## src/rtl/redirect_ctrl_if.sv

```systemverilog
`default_nettype none
// ============================================================================
//  Module   : redirect_ctrl_if
//  Brief    : CSR-unit / fetch facing signal bundle of the redirect controller.
//             The master side is the pipeline/CSR/fetch environment, the
//             slave side is redirect_ctrl itself.
//  Revision : 1.0 - initial release
// ============================================================================
interface redirect_ctrl_if;
   logic        s_valid_i;
   logic        s_stall_i;
   logic        s_flush_i;
   logic        s_rstpp_req_i;
   logic        s_exception_i;
   logic        s_treturn_i;
   logic        s_int_pending_i;
   logic        s_hrdmax_en_i;
   logic [31:0] s_rst_point_i;
   logic [31:0] s_exc_trap_i;
   logic [31:0] s_int_trap_i;
   logic [31:0] s_mepc_i;
   logic        s_fetch_ready_i;
   logic        s_redirect_o;
   logic [31:0] s_redirect_add_o;
   logic        s_interrupted_o;
   logic        s_rstpp_o;
   logic        s_hrdmax_o;
   logic        s_busy_o;

   modport master (
      output s_valid_i, s_stall_i, s_flush_i, s_rstpp_req_i, s_exception_i,
             s_treturn_i, s_int_pending_i, s_hrdmax_en_i, s_rst_point_i,
             s_exc_trap_i, s_int_trap_i, s_mepc_i, s_fetch_ready_i,
      input  s_redirect_o, s_redirect_add_o, s_interrupted_o, s_rstpp_o,
             s_hrdmax_o, s_busy_o
   );

   modport slave (
      input  s_valid_i, s_stall_i, s_flush_i, s_rstpp_req_i, s_exception_i,
             s_treturn_i, s_int_pending_i, s_hrdmax_en_i, s_rst_point_i,
             s_exc_trap_i, s_int_trap_i, s_mepc_i, s_fetch_ready_i,
      output s_redirect_o, s_redirect_add_o, s_interrupted_o, s_rstpp_o,
             s_hrdmax_o, s_busy_o
   );
endinterface
`default_nettype wire

```

## src/rtl/redirect_ctrl.sv

```systemverilog
`default_nettype none
// ============================================================================
//  Module   : redirect_ctrl
//  Brief    : Arbitrates restart / exception / return / interrupt events from
//             the CSR unit into one registered fetch redirect, generates the
//             acceptance pulses back to the CSR unit and escalates runs of
//             consecutive pipeline restarts into an exception.
//  Revision : 1.0 - initial release
// ============================================================================
module redirect_ctrl #(
   parameter int MAX_RST = 3,
   parameter int CW      = 4
) (
   input  wire logic       s_clk_i,
   input  wire logic       s_rst_i,
   redirect_ctrl_if.slave  rd
);

   localparam logic [0:0]    c_IDLE = 1'b0;
   localparam logic [0:0]    c_HOLD = 1'b1;
   localparam logic [CW-1:0] c_MAX  = CW'(MAX_RST);
   localparam logic [CW-1:0] c_ONE  = CW'(1);

   logic [0:0]    r_state;
   logic [0:0]    w_state_nxt;
   logic [CW-1:0] r_cnt;
   logic [CW-1:0] w_cnt_nxt;
   logic [31:0]   r_addr;
   logic [31:0]   w_target;

   logic w_sample;
   logic w_restart;
   logic w_exc;
   logic w_ret;
   logic w_int;
   logic w_any;
   logic w_escalate;
   logic w_interrupted;
   logic w_rstpp;
   logic w_hrdmax;

   // Events are only looked at in IDLE on a cycle MA actually advances;
   // reset suppresses sampling so the pulses stay low while it is held.
   assign w_sample   = (r_state == c_IDLE) & ~rd.s_stall_i & ~rd.s_flush_i & ~s_rst_i;
   assign w_restart  = w_sample & rd.s_valid_i & rd.s_rstpp_req_i;
   assign w_exc      = w_sample & rd.s_valid_i & rd.s_exception_i;
   assign w_ret      = w_sample & rd.s_valid_i & rd.s_treturn_i;
   assign w_int      = w_sample & rd.s_int_pending_i;
   assign w_any      = w_restart | w_exc | w_ret | w_int;
   assign w_escalate = w_restart & rd.s_hrdmax_en_i & (r_cnt == c_MAX);

   // State register.
   always_ff @(posedge s_clk_i) begin
      if (s_rst_i) begin
         r_state <= c_IDLE;
      end else begin
         r_state <= w_state_nxt;
      end
   end

   // Next state: enter HOLD on any accepted event, leave once fetch is ready.
   always_comb begin
      w_state_nxt = r_state;
      case (r_state)
         c_IDLE: if (w_any) w_state_nxt = c_HOLD;
         c_HOLD: if (rd.s_fetch_ready_i) w_state_nxt = c_IDLE;
         default: w_state_nxt = c_IDLE;
      endcase
   end

   // Priority arbitration: target, acceptance pulses and next restart count.
   always_comb begin
      w_target      = r_addr;
      w_interrupted = 1'b0;
      w_rstpp       = 1'b0;
      w_hrdmax      = 1'b0;
      w_cnt_nxt     = r_cnt;
      if (w_restart) begin
         if (w_escalate) begin
            w_target  = rd.s_exc_trap_i;
            w_hrdmax  = 1'b1;
            w_cnt_nxt = '0;
         end else begin
            w_target  = rd.s_rst_point_i;
            w_rstpp   = 1'b1;
            // Saturate so a disabled limit can never wrap back to zero.
            w_cnt_nxt = (&r_cnt) ? r_cnt : r_cnt + c_ONE;
         end
      end else if (w_exc) begin
         w_target  = rd.s_exc_trap_i;
         w_cnt_nxt = '0;
      end else if (w_ret) begin
         w_target  = rd.s_mepc_i;
         w_cnt_nxt = '0;
      end else if (w_int) begin
         w_target      = rd.s_int_trap_i;
         w_interrupted = 1'b1;
         w_cnt_nxt     = '0;
      end else if (w_sample & rd.s_valid_i) begin
         // A clean instruction completed: the restart streak is broken.
         w_cnt_nxt = '0;
      end
   end

   // Restart counter and captured redirect target.
   always_ff @(posedge s_clk_i) begin
      if (s_rst_i) begin
         r_cnt  <= '0;
         r_addr <= '0;
      end else begin
         r_cnt <= w_cnt_nxt;
         if (w_any) begin
            r_addr <= w_target;
         end
      end
   end

   // Redirect valid is the HOLD state itself; everything is forced low in reset.
   assign rd.s_redirect_o     = (r_state == c_HOLD) & ~s_rst_i;
   assign rd.s_busy_o         = (r_state == c_HOLD) & ~s_rst_i;
   assign rd.s_redirect_add_o = s_rst_i ? 32'h0 : r_addr;
   assign rd.s_interrupted_o  = w_interrupted;
   assign rd.s_rstpp_o        = w_rstpp;
   assign rd.s_hrdmax_o       = w_hrdmax;

endmodule
`default_nettype wire

```

## src/flat_wrapper.sv

```systemverilog
// flat-port wrapper written by rule: the top's interface ports become plain ports
module redirect_ctrl_flat 
#(
   parameter int MAX_RST = 3,
   parameter int CW      = 4
)
  (s_clk_i, s_rst_i, rd_s_valid_i, rd_s_stall_i, rd_s_flush_i, rd_s_rstpp_req_i, rd_s_exception_i, rd_s_treturn_i, rd_s_int_pending_i, rd_s_hrdmax_en_i, rd_s_rst_point_i, rd_s_exc_trap_i, rd_s_int_trap_i, rd_s_mepc_i, rd_s_fetch_ready_i, rd_s_redirect_o, rd_s_redirect_add_o, rd_s_interrupted_o, rd_s_rstpp_o, rd_s_hrdmax_o, rd_s_busy_o);
  redirect_ctrl_if rd_i ();
  input  wire logic s_clk_i;
  input  wire logic s_rst_i;
  input wire logic [$bits(rd_i.s_valid_i)-1:0] rd_s_valid_i;
  input wire logic [$bits(rd_i.s_stall_i)-1:0] rd_s_stall_i;
  input wire logic [$bits(rd_i.s_flush_i)-1:0] rd_s_flush_i;
  input wire logic [$bits(rd_i.s_rstpp_req_i)-1:0] rd_s_rstpp_req_i;
  input wire logic [$bits(rd_i.s_exception_i)-1:0] rd_s_exception_i;
  input wire logic [$bits(rd_i.s_treturn_i)-1:0] rd_s_treturn_i;
  input wire logic [$bits(rd_i.s_int_pending_i)-1:0] rd_s_int_pending_i;
  input wire logic [$bits(rd_i.s_hrdmax_en_i)-1:0] rd_s_hrdmax_en_i;
  input wire logic [$bits(rd_i.s_rst_point_i)-1:0] rd_s_rst_point_i;
  input wire logic [$bits(rd_i.s_exc_trap_i)-1:0] rd_s_exc_trap_i;
  input wire logic [$bits(rd_i.s_int_trap_i)-1:0] rd_s_int_trap_i;
  input wire logic [$bits(rd_i.s_mepc_i)-1:0] rd_s_mepc_i;
  input wire logic [$bits(rd_i.s_fetch_ready_i)-1:0] rd_s_fetch_ready_i;
  output wire logic [$bits(rd_i.s_redirect_o)-1:0] rd_s_redirect_o;
  output wire logic [$bits(rd_i.s_redirect_add_o)-1:0] rd_s_redirect_add_o;
  output wire logic [$bits(rd_i.s_interrupted_o)-1:0] rd_s_interrupted_o;
  output wire logic [$bits(rd_i.s_rstpp_o)-1:0] rd_s_rstpp_o;
  output wire logic [$bits(rd_i.s_hrdmax_o)-1:0] rd_s_hrdmax_o;
  output wire logic [$bits(rd_i.s_busy_o)-1:0] rd_s_busy_o;
  assign rd_i.s_valid_i = rd_s_valid_i;
  assign rd_i.s_stall_i = rd_s_stall_i;
  assign rd_i.s_flush_i = rd_s_flush_i;
  assign rd_i.s_rstpp_req_i = rd_s_rstpp_req_i;
  assign rd_i.s_exception_i = rd_s_exception_i;
  assign rd_i.s_treturn_i = rd_s_treturn_i;
  assign rd_i.s_int_pending_i = rd_s_int_pending_i;
  assign rd_i.s_hrdmax_en_i = rd_s_hrdmax_en_i;
  assign rd_i.s_rst_point_i = rd_s_rst_point_i;
  assign rd_i.s_exc_trap_i = rd_s_exc_trap_i;
  assign rd_i.s_int_trap_i = rd_s_int_trap_i;
  assign rd_i.s_mepc_i = rd_s_mepc_i;
  assign rd_i.s_fetch_ready_i = rd_s_fetch_ready_i;
  assign rd_s_redirect_o = rd_i.s_redirect_o;
  assign rd_s_redirect_add_o = rd_i.s_redirect_add_o;
  assign rd_s_interrupted_o = rd_i.s_interrupted_o;
  assign rd_s_rstpp_o = rd_i.s_rstpp_o;
  assign rd_s_hrdmax_o = rd_i.s_hrdmax_o;
  assign rd_s_busy_o = rd_i.s_busy_o;
  redirect_ctrl #(.MAX_RST(MAX_RST), .CW(CW)) u_core (.s_clk_i(s_clk_i), .s_rst_i(s_rst_i), .rd(rd_i));
endmodule
```

## config.mk

```make
export PLATFORM = sky130hd
export DESIGN_NAME = redirect_ctrl_flat
export DESIGN_NICKNAME = d
export VERILOG_FILES = /design/src/rtl/redirect_ctrl_if.sv /design/src/rtl/redirect_ctrl.sv /design/src/flat_wrapper.sv
export SDC_FILE = /design/constraint.sdc
export NUM_CORES = 1
export LEC_CHECK = 0
export CORE_UTILIZATION = 40
export CTS_CLUSTER_DIAMETER = 30
export DETAILED_ROUTE_END_ITERATION = 8
export PLACE_DENSITY = 0.91
export SETUP_SLACK_MARGIN = 0.4
export SLEW_MARGIN = 20
export SYNTH_ARGS = -nofsm -noshare
export SYNTH_HDL_FRONTEND = slang
export SYNTH_SLANG_ARGS = --single-unit
export TNS_END_PERCENT = 1
```

## constraint.sdc

```tcl
create_clock -name s_clk_i -period 3.08 [get_ports s_clk_i]
set_clock_uncertainty 0.2 [all_clocks]
set_input_delay 0.462 -clock s_clk_i [delete_from_list [all_inputs] [get_ports s_clk_i]]
set_output_delay 0.462 -clock s_clk_i [all_outputs]
set_load 0.02 [all_outputs]
```

==> results of run 1 <==
-- state kept, by name, summed over array words and instances (netlist names) --
| name | flops |
|---|---|
| u_core.r_addr | 32 |
| u_core.r_cnt | 4 |
| u_core.r_state | 1 |
-- timing repair --
item / 4_1_cts / 5_1_grt
gates resized for setup: 2 / 1
pin swaps: 0 / 1
hold buffers: 0 / 0
endpoints found under the setup margin: 3 / 3
-- worst min path at each step --
stage,startpoint,end,slack (ps),cells past startpoint
after floorplan,u_core.r_cnt[1]$_SDFFE_PP0P_,u_core.r_cnt[1]$_SDFFE_PP0P_,270,2
after global placement,u_core.r_cnt[1]$_SDFFE_PP0P_,u_core.r_cnt[1]$_SDFFE_PP0P_,280,2
after detailed placement,u_core.r_addr[24]$_SDFFE_PP0P_,u_core.r_addr[24]$_SDFFE_PP0P_,290,2
after CTS,u_core.r_addr[24]$_SDFFE_PP0P_,u_core.r_addr[24]$_SDFFE_PP0P_,300,2
after global routing,u_core.r_addr[28]$_SDFFE_PP0P_,u_core.r_addr[28]$_SDFFE_PP0P_,310,2
final,u_core.r_addr[8]$_SDFFE_PP0P_,u_core.r_addr[8]$_SDFFE_PP0P_,290,2
-- final cells by class --
cell class | instances | area (sq um) | share of cell area (%)
clock buffer | 7 | 86.33 | 1.881
sequential | 37 | 740.7 | 16.14
inverter | 23 | 86.33 | 1.881
timing repair buffer | 195 | 1909 | 41.59
tap | 77 | 96.34 | 2.099
multi-input combinational | 272 | 1672 | 36.41
-- power by group --
group | internal [mW] | switching [mW]
Sequential | 0.498 | 0.00961
Combinational | 0.236 | 0.161
Clock | 0.178 | 0.172
Total | 0.912 | 0.343
-- cells by family (layout without fill, tap and decap cells) --
kind of cell,after synthesis,after routing
adders and majority gates,1,1
and+or+nand+nor,142,142
buffers and inverters,61,225
DFF,37,37
AOI/OAI and AO/OA,129,129
-- metal layers --
layer | global-route usage (%) | routed length, um | vias to the layer above
met3 | 5.539 | 766 | 16
met1 | 33.11 | 4072 | 1629
li1 | - | - | 1684
met4 | 7.088 | 187 | 0
met5 | 0 | 0 | -
met2 | 49.67 | 5077 | 180
-- worst max-delay path, delay by kind of cell --
| family | cells | cell delay [ps] |
|---|---|---|
| AOI/OAI and AO/OA | 1 | 190 |
| and+or+nand+nor | 2 | 450 |
| buffers and inverters | 3 | 900 |
-- cell usage in the layout, fill, tap and decap left out, drive strengths merged, types with 21 or more instances in the layout --
cell	instances
dfxtp	37
nand3	29
nor2	35
a311oi	32
inv	23
a21oi	40
nor2b	35
nand2	29
clkdlybuf4s50	171
buf	21
==> results.ini, run 1 <==
[logic_synthesis]
synth_area_leaders=dfxtp_1 28%, a311oi_1 10%, nor2b_1 8.2%
synth.top_cell.area_share_pct=27.68
syn_avg_cell_area_sq_um=7.233
ys_warn_count=0
synth_area_sq_um=2676
synth-simple-area-share_pct=27.86
synth_edf_count=0
yosys-top-cells-count=40 x a21oi_1, 37 x dfxtp_1, 35 x nor2b_1
synthMuxAreaShare_pct=0
yosysMostFrequentCell=a21oi_1
synth_top_area_cell=dfxtp_1
syn_nets=510
yosys.area_share.xor_xnor_pct=0
synth-compound-area-share_pct=33.80
yosys.area_share.adder_pct=0.4675
ys_seq_area_share_pct=27.68
synth_top_family_by_area=compound AO/OA/AOI/OAI gates
async_flop_share_pct=0
ys_types=36
ys.flop_type=dfxtp_1
postSynthCellCount=370
ys_ff_latch=37

[routing]
vias_per_cell=5.743
num_vias=3509
drt_iter0_markers=201
drc=0
dr.pass1.iters=4
ant_nets=0
wl_mm=10.10
wl_per_cell_um=16.54

[die]
start_util_pct=41.91
dieArea_sq_um=7022
coreArea_sq_um=6386
placementRows=29
io_pins=176
fp.dieW_um=83.80
die_y_um=83.80

[setup_path]
crit_chain=clkdlybuf4s50_1, buf_4, nor4_4, o311ai_1, nor2b_1, dlygate4sd2_1
startpoint=rd_s_stall_i
critical-path-max-stage-delay_ps=420
required_ps=2420
rr_startpoint=u_core.r_cnt[0]$_SDFFE_PP0P_
critPathLaunchType=input port
criticalPathCategory=input port to primary output
r2r_slack_ps=780
crit_path_top_delay_cell=clkdlybuf4s50_1
cp-end-kind=primary output
worstPathMaxFanout=5
cp.arrival_ps=2020
reg2reg_to=u_core.r_addr[25]$_SDFFE_PP0P_
endpoint=rd_s_interrupted_o
r2r_cells=7

[layout]
antennaDiodeCount=0
design_area_sq_um=4591
fillers=511
drive_above_1_share_pct=8.801
areaGrowthSynthToFinish_pct=71.53
final_cells=611
postLayoutCoreUtil_pct=71.88
final_nets=674

[placement]
io_buffer_count=175
dpl-instance-area_sq_um=4504
dp.cells=604
dp_hpwl_mm=7.300
place.gp.congestion=0.8484
place_ws_ps=76.51

[clock_tree]
cts_buffer_depth=2
cts_tree=yes
htree_levels=2
clock-sinks=37
cts_root_buffer=clkbuf_8
cts_buffers=5
clk_pin_slew_worst_paths_ps=70
clock_latency_ps=290
postCtsSetupBuffers=0

[global_route]
grt_start_max_net_pins=40
grt_pass1_wl_mm=15.79
grtUsageTotal_pct=27.51
grt_pass1_vias=3364
antenna_found_initial=0
grt_remaining_overflow=0

[sta]
tightest_slew_ps=467.9
max_freq_mhz=373.4
final_max_slew_viol_count=0
setup-tns-final_ps=0
min_period_over_period_pct=86.96
slew_headroom_pct=68.73
period_minus_slack_ps=2678
rsz0062_at_grt=true
worst_slack_ps=401.6
hold_viol=0
setup_viol=0
fin_hold_ws_ps=293.9

[pwr]
leakage_nw=1.614
power.density_nw_per_um2=273.4
power.total_mw=1.255
peakVddDrop_v=0.0001898

[run]
cap_violations=0

[hold_path]
holdCritPathClass=register to register

[status]
status=complete, no violations

Note: power is estimated with default switching activity, not from simulation.
==> run 2, diff against run 1 <==
==> constraint.sdc (replaced) <==
create_clock -name s_clk_i -period 3.4 [get_ports s_clk_i]
set_clock_uncertainty 0.2 [all_clocks]
set_input_delay 0.51 -clock s_clk_i [delete_from_list [all_inputs] [get_ports s_clk_i]]
set_output_delay 0.51 -clock s_clk_i [all_outputs]
set_load 0.02 [all_outputs]
==> results.ini, run 2 (synthesized netlist as in run 1, its figures left out) <==
[clock_tree]
htree_levels=2  ; unchanged
cts_hold_buf=0  ; unchanged
cts_buffer_depth=2  ; unchanged
postCtsSetupBuffers=0  ; unchanged
cts_root_buffer=clkbuf_8
clock_latency_ps=290  ; about the same
cts_tree=yes
clock-sinks=37  ; unchanged
cts_buffers=5  ; unchanged
clk_pin_slew_worst_paths_ps=70  ; about the same

[setup_path]
critPathLaunchType=input port
required_ps=2690  ; +270 ps
cp.arrival_ps=2290  ; +270 ps
criticalPathCategory=input port to primary output
worstPathMaxFanout=6  ; +1
cp-end-kind=primary output

[die]
placementRows=29  ; unchanged
die_y_um=83.80  ; unchanged
start_util_pct=41.91  ; unchanged
io_pins=176  ; unchanged
fp.dieW_um=83.80  ; unchanged
dieArea_sq_um=7022  ; unchanged
coreArea_sq_um=6386  ; unchanged

[pwr]
power.total_mw=1.113  ; -11%
leakage_nw=1.596  ; -1.1%
peakVddDrop_v=0.0001503  ; -21%
power.density_nw_per_um2=244.7  ; -11%

[run]
cap_violations=0  ; unchanged

[sta]
rsz0062_at_grt=true
setup_viol=0  ; unchanged
min_period_over_period_pct=88.30
final_max_slew_viol_count=0  ; unchanged
setup-tns-final_ps=0  ; unchanged
slew_headroom_pct=61.63  ; -7.1 points
tightest_slew_ps=573.6  ; +105.7 ps
max_freq_mhz=333.1
hold_viol=0  ; unchanged
period_minus_slack_ps=3002

[layout]
postLayoutCoreUtil_pct=71.22  ; -0.67 points
layout_commonest_cell=clkdlybuf4s50_1
drive_above_1_share_pct=8.286  ; -0.52 points
final_nets=670  ; -0.59%
top_regs=u_core.r_addr: 32 flops, u_core.r_cnt: 4 flops, u_core.r_state: 1 flops
regMostFlops=u_core.r_addr
antennaDiodeCount=0  ; unchanged
areaGrowthSynthToFinish_pct=69.94
fillers=513  ; +0.39%
mostFrequentLayoutCells=171 x clkdlybuf4s50_1, 40 x a21oi_1, 37 x dfxtp_1
largest_register_ffs=32  ; unchanged
design_area_sq_um=4548  ; -0.93%

[global_route]
grt_pass1_vias=3299  ; -1.9%
grtUsageTotal_pct=27.28  ; -0.24 points
antenna_found_initial=0  ; unchanged
grt_start_max_net_pins=41  ; +2.5%
grt_pass1_wl_mm=15.44  ; -2.2%
grt_remaining_overflow=0  ; unchanged

[routing]
dr.pass1.iters=5  ; +1
ant_nets=0  ; unchanged
num_vias=3525  ; +0.46%
drt_iter0_markers=216  ; +7.5%
wl_mm=9.784  ; -3.2%
vias_per_cell=5.798  ; +0.95%
wl_per_cell_um=16.09  ; -2.7%
drc=0  ; unchanged

[status]
status=complete, no violations

[placement]
place.gp.congestion=0.9457  ; +11%
dpl-instance-area_sq_um=4462  ; -0.94%
io_buffer_count=175  ; unchanged
dp_hpwl_mm=7.271  ; -0.39%

[hold_path]
holdCritPathClass=register to register

run 2: cell count changes in the layout (fill, tap and decap cells not counted), sizes merged:
cell / previous run / this run
buf: 21 / 17
clkbuf: 7 / 6
clkinv: 0 / 2
dlygate4sd2: 2 / 1
dlymetal6s2s: 1 / 2
run 2: through the flow:
stage	instances	hold slack (ps)	setup WS, ps
after floorplan	370	267.0	906.7
after global placement	600	280.3	265.3
after detailed placement	600	286.6	252.9
after CTS	608	296.4	324.1
after global routing	608	308.3	333.5
final	608	294.6	397.8
run 2: what timing repair did:
action                                  4_1_cts  5_1_grt
hold endpoints to repair                      0        0
endpoints found under the setup margin        2        2
pin swaps                                     0        1
gates resized for setup                       1        2
run 2: worst paths after layout:
kind | start | to | slack, ps | cells after the start
setup / recovery | rd_s_flush_i | rd_s_hrdmax_o | 400 | 5
hold / removal | u_core.r_addr[13]$_SDFFE_PP0P_ | u_core.r_addr[13]$_SDFFE_PP0P_ | 290 | 2
setup reg to reg | u_core.r_cnt[0]$_SDFFE_PP0P_ | u_core.r_addr[15]$_SDFFE_PP0P_ | 1080 | 6
hold reg to reg | u_core.r_addr[13]$_SDFFE_PP0P_ | u_core.r_addr[13]$_SDFFE_PP0P_ | 290 | 2
run 2: metal layers:
metal / wire length (um) / global-route usage, %
met3: 818 / 6.034
met1: 3864 / 32.97
met4: 262 / 9.091
met2: 4839 / 47.67
met5: 0 / 0
run 2: critical path: stages:
cell and delay (ps):
clkdlybuf4s50_1 470, nor4_4 370, nand3_1 150, nor2_1 140, clkdlybuf4s50_1 650
run 2: where the power goes:
part | total, mW | switching, mW | leakage, nW | internal [mW]
clock network | 0.299 | 0.157 | 0.0450 | 0.142
registers | 0.460 | 0.00847 | 0.301 | 0.451
logic | 0.354 | 0.143 | 1.25 | 0.211
run 2: area by class of cell:
type	instances	area, sq um	share of cell area [%]
tap	77	96.34	2.118
clock buffer	6	72.57	1.596
multi-input combinational	272	1672	36.75
timing repair buffer	191	1871	41.13
clock inverter	2	10.01	0.2201
sequential	37	740.7	16.29
inverter	23	86.33	1.898
